==> src/rtl/sccomp_run_ctrl.sv <==
// sccomp_run_ctrl: run controller and state-dump engine for the sccomp CPU.
// Gates the CPU with a clock enable and counts retired instructions.
// Halts on an instruction limit, a PC breakpoint or an external request.
// After a halt it streams the register file out over a valid/ready channel.
module sccomp_run_ctrl #(
    parameter int STOP_INSTR = 200,
    parameter int PC_W       = 32,
    parameter int DATA_W     = 32,
    parameter int NREG       = 32,
    parameter int NBRK       = 2,
    localparam int BRK_W     = (NBRK > 1) ? $clog2(NBRK) : 1
) (
    input  logic                 clk,
    input  logic                 rstn,
    input  logic                 start,
    input  logic                 halt_req,
    input  logic [31:0]          max_instr,
    input  logic                 retire,
    input  logic [PC_W-1:0]      pc,
    input  logic [NBRK-1:0]      brk_en,
    input  logic [NBRK*PC_W-1:0] brk_pc,
    output logic                 cpu_en,
    output logic                 halted,
    output logic [1:0]           halt_cause,
    output logic [BRK_W-1:0]     brk_hit,
    output logic [31:0]          instr_count,
    output logic [4:0]           reg_sel,
    input  logic [DATA_W-1:0]    reg_data,
    output logic                 dump_valid,
    input  logic                 dump_ready,
    output logic [4:0]           dump_idx,
    output logic [DATA_W-1:0]    dump_data,
    output logic                 done
);

    typedef enum logic [1:0] {
        IDLE = 2'd0,
        RUN  = 2'd1,
        DUMP = 2'd2,
        DONE = 2'd3
    } state_t;

    localparam logic [1:0] CAUSE_LIMIT = 2'b01;
    localparam logic [1:0] CAUSE_BRK   = 2'b10;
    localparam logic [1:0] CAUSE_EXT   = 2'b11;

    state_t             state;
    state_t             next_state;
    logic [31:0]        limit;
    logic               first_retire;
    logic [31:0]        count_next;
    logic               brk_any;
    logic [BRK_W-1:0]   brk_idx;
    logic               brk_fire;
    logic               limit_fire;
    logic               halt_fire;
    logic               last_beat;

    assign count_next = instr_count + 32'd1;
    assign last_beat  = (reg_sel == 5'(NREG - 1));

    // Find the lowest enabled breakpoint channel whose address matches the retiring PC
    always_comb begin
        brk_any = 1'b0;
        brk_idx = '0;
        for (int k = NBRK - 1; k >= 0; k--) begin
            if (brk_en[k] && (pc == brk_pc[k*PC_W +: PC_W])) begin
                brk_any = 1'b1;
                brk_idx = BRK_W'(k);
            end
        end
    end

    // The first retire after (re)starting is masked so resuming from a breakpoint PC does not re-trigger
    assign brk_fire   = retire && brk_any && !first_retire;
    assign limit_fire = retire && (count_next == limit);
    assign halt_fire  = brk_fire || limit_fire || halt_req;

    // State register
    always_ff @(posedge clk or negedge rstn) begin
        if (!rstn) begin
            state <= IDLE;
        end else begin
            state <= next_state;
        end
    end

    // Next-state logic and state-decoded outputs
    always_comb begin
        next_state = state;
        cpu_en     = 1'b0;
        halted     = 1'b0;
        dump_valid = 1'b0;
        done       = 1'b0;
        case (state)
            IDLE: begin
                if (start) next_state = RUN;
            end
            RUN: begin
                cpu_en = 1'b1;
                if (halt_fire) next_state = DUMP;
            end
            DUMP: begin
                halted     = 1'b1;
                dump_valid = 1'b1;
                if (dump_ready && last_beat) next_state = DONE;
            end
            DONE: begin
                halted = 1'b1;
                done   = 1'b1;
                if (start) next_state = RUN;
            end
            default: next_state = IDLE;
        endcase
    end

    // Counter, limit, halt cause and dump index bookkeeping
    always_ff @(posedge clk or negedge rstn) begin
        if (!rstn) begin
            instr_count  <= '0;
            limit        <= 32'(STOP_INSTR);
            first_retire <= 1'b1;
            halt_cause   <= '0;
            brk_hit      <= '0;
            reg_sel      <= '0;
        end else begin
            case (state)
                IDLE, DONE: begin
                    if (start) begin
                        instr_count  <= '0;
                        limit        <= (max_instr == 32'd0) ? 32'(STOP_INSTR) : max_instr;
                        first_retire <= 1'b1;
                        halt_cause   <= '0;
                        brk_hit      <= '0;
                        reg_sel      <= '0;
                    end
                end
                RUN: begin
                    if (retire) begin
                        instr_count  <= count_next;
                        first_retire <= 1'b0;
                    end
                    if (brk_fire) begin
                        halt_cause <= CAUSE_BRK;
                        brk_hit    <= brk_idx;
                    end else if (limit_fire) begin
                        halt_cause <= CAUSE_LIMIT;
                    end else if (halt_req) begin
                        halt_cause <= CAUSE_EXT;
                    end
                    if (halt_fire) reg_sel <= '0;
                end
                DUMP: begin
                    if (dump_ready && !last_beat) reg_sel <= reg_sel + 5'd1;
                end
                default: begin
                end
            endcase
        end
    end

    // Register 0 is hardwired to zero in the CPU, so its beat always carries 0
    assign dump_idx  = reg_sel;
    assign dump_data = (state == DUMP && reg_sel != 5'd0) ? reg_data : '0;

endmodule
==> config.mk <==
export PLATFORM = sky130hd
export DESIGN_NAME = sccomp_run_ctrl
export DESIGN_NICKNAME = d
export VERILOG_FILES = /design/src/rtl/sccomp_run_ctrl.sv
export SDC_FILE = /design/constraint.sdc
export NUM_CORES = 1
export LEC_CHECK = 0
export ABC_AREA = 1
export CAP_MARGIN = 25
export CORE_MARGIN = 5
export CORE_UTILIZATION = 41
export DETAILED_ROUTE_END_ITERATION = 7
export PLACE_DENSITY = 0.82
export SLEW_MARGIN = 5
export SYNTH_ARGS = -nofsm -noshare
export SYNTH_HDL_FRONTEND = slang
export SYNTH_SLANG_ARGS = --single-unit
==> constraint.sdc <==
create_clock -name clk -period 2 [get_ports clk]
set_input_delay 0.5 -clock clk [delete_from_list [all_inputs] [get_ports clk]]
set_output_delay 0.5 -clock clk [all_outputs]
set_load 0.02 [all_outputs]
Word level (Yosys, flattened, before mapping)
Index checks and enable logic that the tools add are counted.

Register bits: 75. Word-level logic and storage cells: 78.

$add $sub $neg: 2. Eq/ne operators: 14. Mux-type cells: 31. Reduce and logical (&&, ||, !) cells: 24.

Operators by type and width (number): $mux 32 (4); $eq 32x32->1 (3); $pmux 32 s2 (1); $add 32x1->32 const B (1); $logic_not 32->1 (1); $mux 5 (3); $pmux 5 s3 (1); $reduce_and 3->1 (5); $mux 2 (7); $mux 1 (11); $ne 2x2->1 const B (5); $logic_and 1x1->1 (8); $pmux 2 s3 (1); $add 5x1->5 const B (1); $eq 5x5->1 const B (1); $reduce_bool 5->1 (1); $eq 2x2->1 const B (2); $ne 4x4->1 const B (1); $pmux 1 s2 (2); $pmux 2 s2 (1); $reduce_or 2->1 (2); $eq 2x1->1 const B (1); $logic_not 1->1 (2); $logic_not 2->1 (1); 4 further kinds (5).

Logic depth before layout (Yosys ltp)
Word-level depth: 10. Gate-level depth with buffers: 19. Gate-level depth less buffers: 19.

Worst setup path after synthesis
OpenSTA, ideal clock, no wires.

Path type: register to register. Start: register instr_count[1]. End: register state[1]. Arrival time: 2.176 ns. Path slack: -0.300 ns. Stages on the path, launching flop included: 17. Buffers on the path: 0. Period minus slack after synthesis: 2.300 ns. Cells stage by stage: dfrtp_1 -> ha_1 -> nand2_2 -> nor2_4 -> nand2_2 -> nor2_4 -> nand2_1 -> nand3_1 -> nand2_1 -> nor2_1 -> nand3_1 -> nor2_1 -> nand3_2 -> nand2_4 -> nand3b_2 -> nand2_1 -> o21ai_1.

Longest elaborated chain between the ends: 7.

Ends and longest elaborated chain: from (decl) (RTL line 26) `output logic [31:0] instr_count,`; from (signal assigned) (RTL line 140) `instr_count <= count_next;`; $add 32x1->32 (RTL line 59) `assign count_next = instr_count + 32'd1;`; $eq 32x32->1 (RTL line 76) `assign limit_fire = retire && (count_next == limit);`; $logic_and 1x1->1 (RTL line 76); $logic_or 1x1->1 (2 in series) (RTL line 77) `assign halt_fire = brk_fire || limit_fire || halt_req;`; $ne 2x2->1 (no source line); $reduce_and 3->1 (no source line); to (signal assigned) (RTL line 84) `state <= next_state;`; to (decl) (RTL line 47) `state_t state;`.

Every way passes these cells. A chain may end at the register's enable or synchronous reset.

Final worst setup path
Start: register instr_count[1]. End: register reg_sel[3], in the netlist dump_idx[3].

Longest elaborated chain between the ends: 7.

Ends and longest elaborated chain: $add 32x1->32 (RTL line 59); $eq 32x32->1 (RTL line 76); $logic_and 1x1->1 (RTL line 76); $logic_or 1x1->1 (2 in series) (RTL line 77); $ne 2x2->1 (no source line); $reduce_and 3->1 (no source line); to (signal assigned) (RTL line 154) `if (dump_ready && !last_beat) reg_sel <= reg_sel + 5'd1;`; to (decl) (RTL line 27) `output logic [4:0] reg_sel,`.

Every way passes these cells.

==> impl_metrics.ini <==
[drt]
first_iter_violations = 845
wl_um = 31400
avgViaCountPerCell = 5.30
num_vias = 9403
wl_per_cell_um = 17.7
drc = 0
final_antenna_net_count = 0
dr.pass1.iters = 6

[timing]
post-route-period-util = 1.32
max_freq_mhz = 379
holdWs_ps = 121
rsz0062_at_grt = yes
fin_crit_ps = 2640
fin_ws_ps = -638
worst_slew_pin_slew_ps = 819
maxSlewViolCount = 0
relSlewSlack = 0.454
hold_viol_final = 0
skew_ps = 8.94
setup_viol = 41

[synthesis]
synth_seq_area_share = 0.285
postSynthNetCount = 1259
synth.distinct_cells = 38
syn_area_per_cell_um2 = 6.10
netlist.area_leader.share = 0.269
synth_area_um2 = 6610
yosysTopAreaCell = dfrtp_1
ys_ff_latch = 75
syn_inst = 1083
synthTopCellsByArea = dfrtp_1, nand2_1, inv_1
yosys_warnings = 0

[cts]
hold_buffers = 0
ctsRootBufferMaster = clkbuf_16
cts_buffers = 9
clkTransAtPathRegs_ps = 70
clockBufferDepth = 2
clk_latency_ps = 350
htreeDepth = 3
tritoncts = built
clock-sinks = 75

[final_layout]
final_core_util = 0.784
multi_input_area_um2 = 4670
drive_gt1_frac = 0.311
areaGrowthSynthToFinish_pct = 87.9
filler_cell_count = 1035
num-nets-final = 1726
regArea_um2 = 1890

[critical_path]
cp_max_fo = 8
path_class = flop to flop
slowest_delay_ps = 420
critPathCaptureType = flop
cp_top_family = simple AND/OR/NAND/NOR gates
slowest_stage = dfrtp_2
arrival_ps = 2880
crit_buf_inv = 0
setup.worst_path.start_class = flop
worstPathCellList = ha_4, nand2_4, nor2_4, nand2_4, nor2_4, nand3_2, nand3b_1, nand2_1, nor2_1, nand2_1, nor2_4, nand3_4, nand2_8, nand4_1, nand2_1, nor2_1
cp_data_required_time_ps = 2240

[die]
core_um2 = 15800
io_pins = 249
fp.dieH_um = 137
start_util = 0.417
die_w_um = 137
num_rows = 46
die-area_um2 = 18700

[global_route]
grt_overflow = 0
grt_pass1_vias = 9144
grt_max_degree = 39
grt_util_all_layers = 0.310
antenna_found_initial = 2
grt_pass1_wl_um = 45300

[run_status]
violations = negative setup slack
outcome = finished with violations

[power_and_ir_drop]
power.density_nw_per_um2 = 752
p_leak_nw = 6.77
max-vdd-ir-drop_mv = 0.524

[job]
maxCapViolCount = 0

[placed_design]
place_ws_ps = -567
gp_congestion = 0.961
portBuffers = 248
dp_hpwl_um = 22500

[hold_path]
worstHoldPathType = primary input to async pin
cell usage after synthesis, drive strengths merged:
master,instances
a21oi,5
a31oi,1
and2,3
and3,1
buf,5
clkbuf,14
clkinv,1
dfrtp,71
dfstp,4
ha,8
inv,177
mux2,10
nand2,345
nand3,92
nand3b,17
nand4,29
nor2,157
nor3,19
nor3b,3
nor4,8
o211ai,2
o21ai,47
o22ai,15
or2,19
xnor2,15
xnor3,1
xor2,14
cells in the final DEF (no fill, tap or decap), drive strengths merged, types with 29 or more instances in the layout:
| cell | instances |
|---|---|
| nand3 | 92 |
| clkdlybuf4s50 | 128 |
| inv | 177 |
| nand2 | 345 |
| o21ai | 47 |
| dlymetal6s2s | 72 |
| nand4 | 29 |
| dfrtp | 71 |
| buf | 263 |
| nor2 | 157 |
per-stage QoR:
stage / cell area (um^2) / total power, W / setup TNS [ps] / std cells
floorplan: 6670 / 0.00456 / -874 / 1083
global placement: 10800 / 0.00641 / -11050 / 1721
detailed placement: 10800 / 0.00655 / -12550 / 1721
CTS: 11600 / 0.00893 / -11760 / 1764
global route: 12400 / 0.00981 / -16530 / 1773
finish: 12400 / 0.00934 / -14440 / 1773
worst reg2reg max path, delay by kind of cell, from the launching register on:
| family | cells | cell delay [ps] |
|---|---|---|
| and+or+nand+nor | 15 | 1910 |
| adders and majority gates | 1 | 180 |
| DFF | 1 | 420 |
cell type report:
| class | instances | area share |
|---|---|---|
| Multi-Input combinational cell | 811 | 0.376 |
| Timing Repair Buffer | 475 | 0.368 |
| Sequential cell | 75 | 0.153 |
| Inverter | 178 | 0.0539 |
| Tap cell | 216 | 0.0218 |
| Clock buffer | 10 | 0.0184 |
| Clock inverter | 6 | 0.00847 |
| Antenna cell | 2 | 0.000403 |
worst paths after layout:
check	start	endpoint	slack (ps)	depth (start not counted)
max	instr_count[1]$_DFFE_PN0P_	dump_idx[3]$_DFFE_PN0P_	-640	16
min	rstn	instr_count[25]$_DFFE_PN0P_	120	1
max reg2reg	instr_count[1]$_DFFE_PN0P_	dump_idx[3]$_DFFE_PN0P_	-640	16
min reg2reg	limit[18]$_DFFE_PN0P_	limit[18]$_DFFE_PN0P_	480	2
max in group asynchronous	rstn	limit[24]$_DFFE_PN0P_	1300	2
min in group clk	limit[18]$_DFFE_PN0P_	limit[18]$_DFFE_PN0P_	480	2
sequential cells by signal (all words and copies together) (netlist names):
| name | flops |
|---|---|
| limit | 32 |
| state | 2 |
| brk_hit | 1 |
| halt_cause | 2 |
| first_retire | 1 |
| dump_idx | 5 |
| instr_count | 32 |
logic make-up (layout without fill, tap and decap cells):
family,count (synthesis),after routing,share of synthesized area
simple gates,693,693,0.469
buf+inv,197,669,0.115
flops,75,75,0.285
compound gates,70,70,0.0568
xor+xnor,30,30,0.0419
mux,10,10,0.0170
fa+ha+maj,8,8,0.0152
other cells,0,2,0
what timing repair did:
item                       CTS  global route
setup buffers               24            15
resized for setup          235           245
cloned                       3             0
setup endpoints to repair   53            65
pin swaps                   12            55
report_power, final:
part / internal (W) / switching (W) / leakage (nW)
Clock: 0.00121 / 0.000692 / 0.166
Combinational: 0.00232 / 0.00276 / 5.65
Sequential: 0.00198 / 0.000378 / 0.957
routing by layer:
layer | GRT usage | wire [um] | share of wire | vias to the layer above
li1 | - | - | - | 4338
met1 | 0.360 | 11600 | 0.37 | 4407
met2 | 0.532 | 15600 | 0.50 | 525
met3 | 0.0732 | 2560 | 0.082 | 133
met4 | 0.157 | 1660 | 0.053 | 0
met5 | 0 | 0 | 0 | -
No activity file was read; power rests on OpenSTA's default activity.
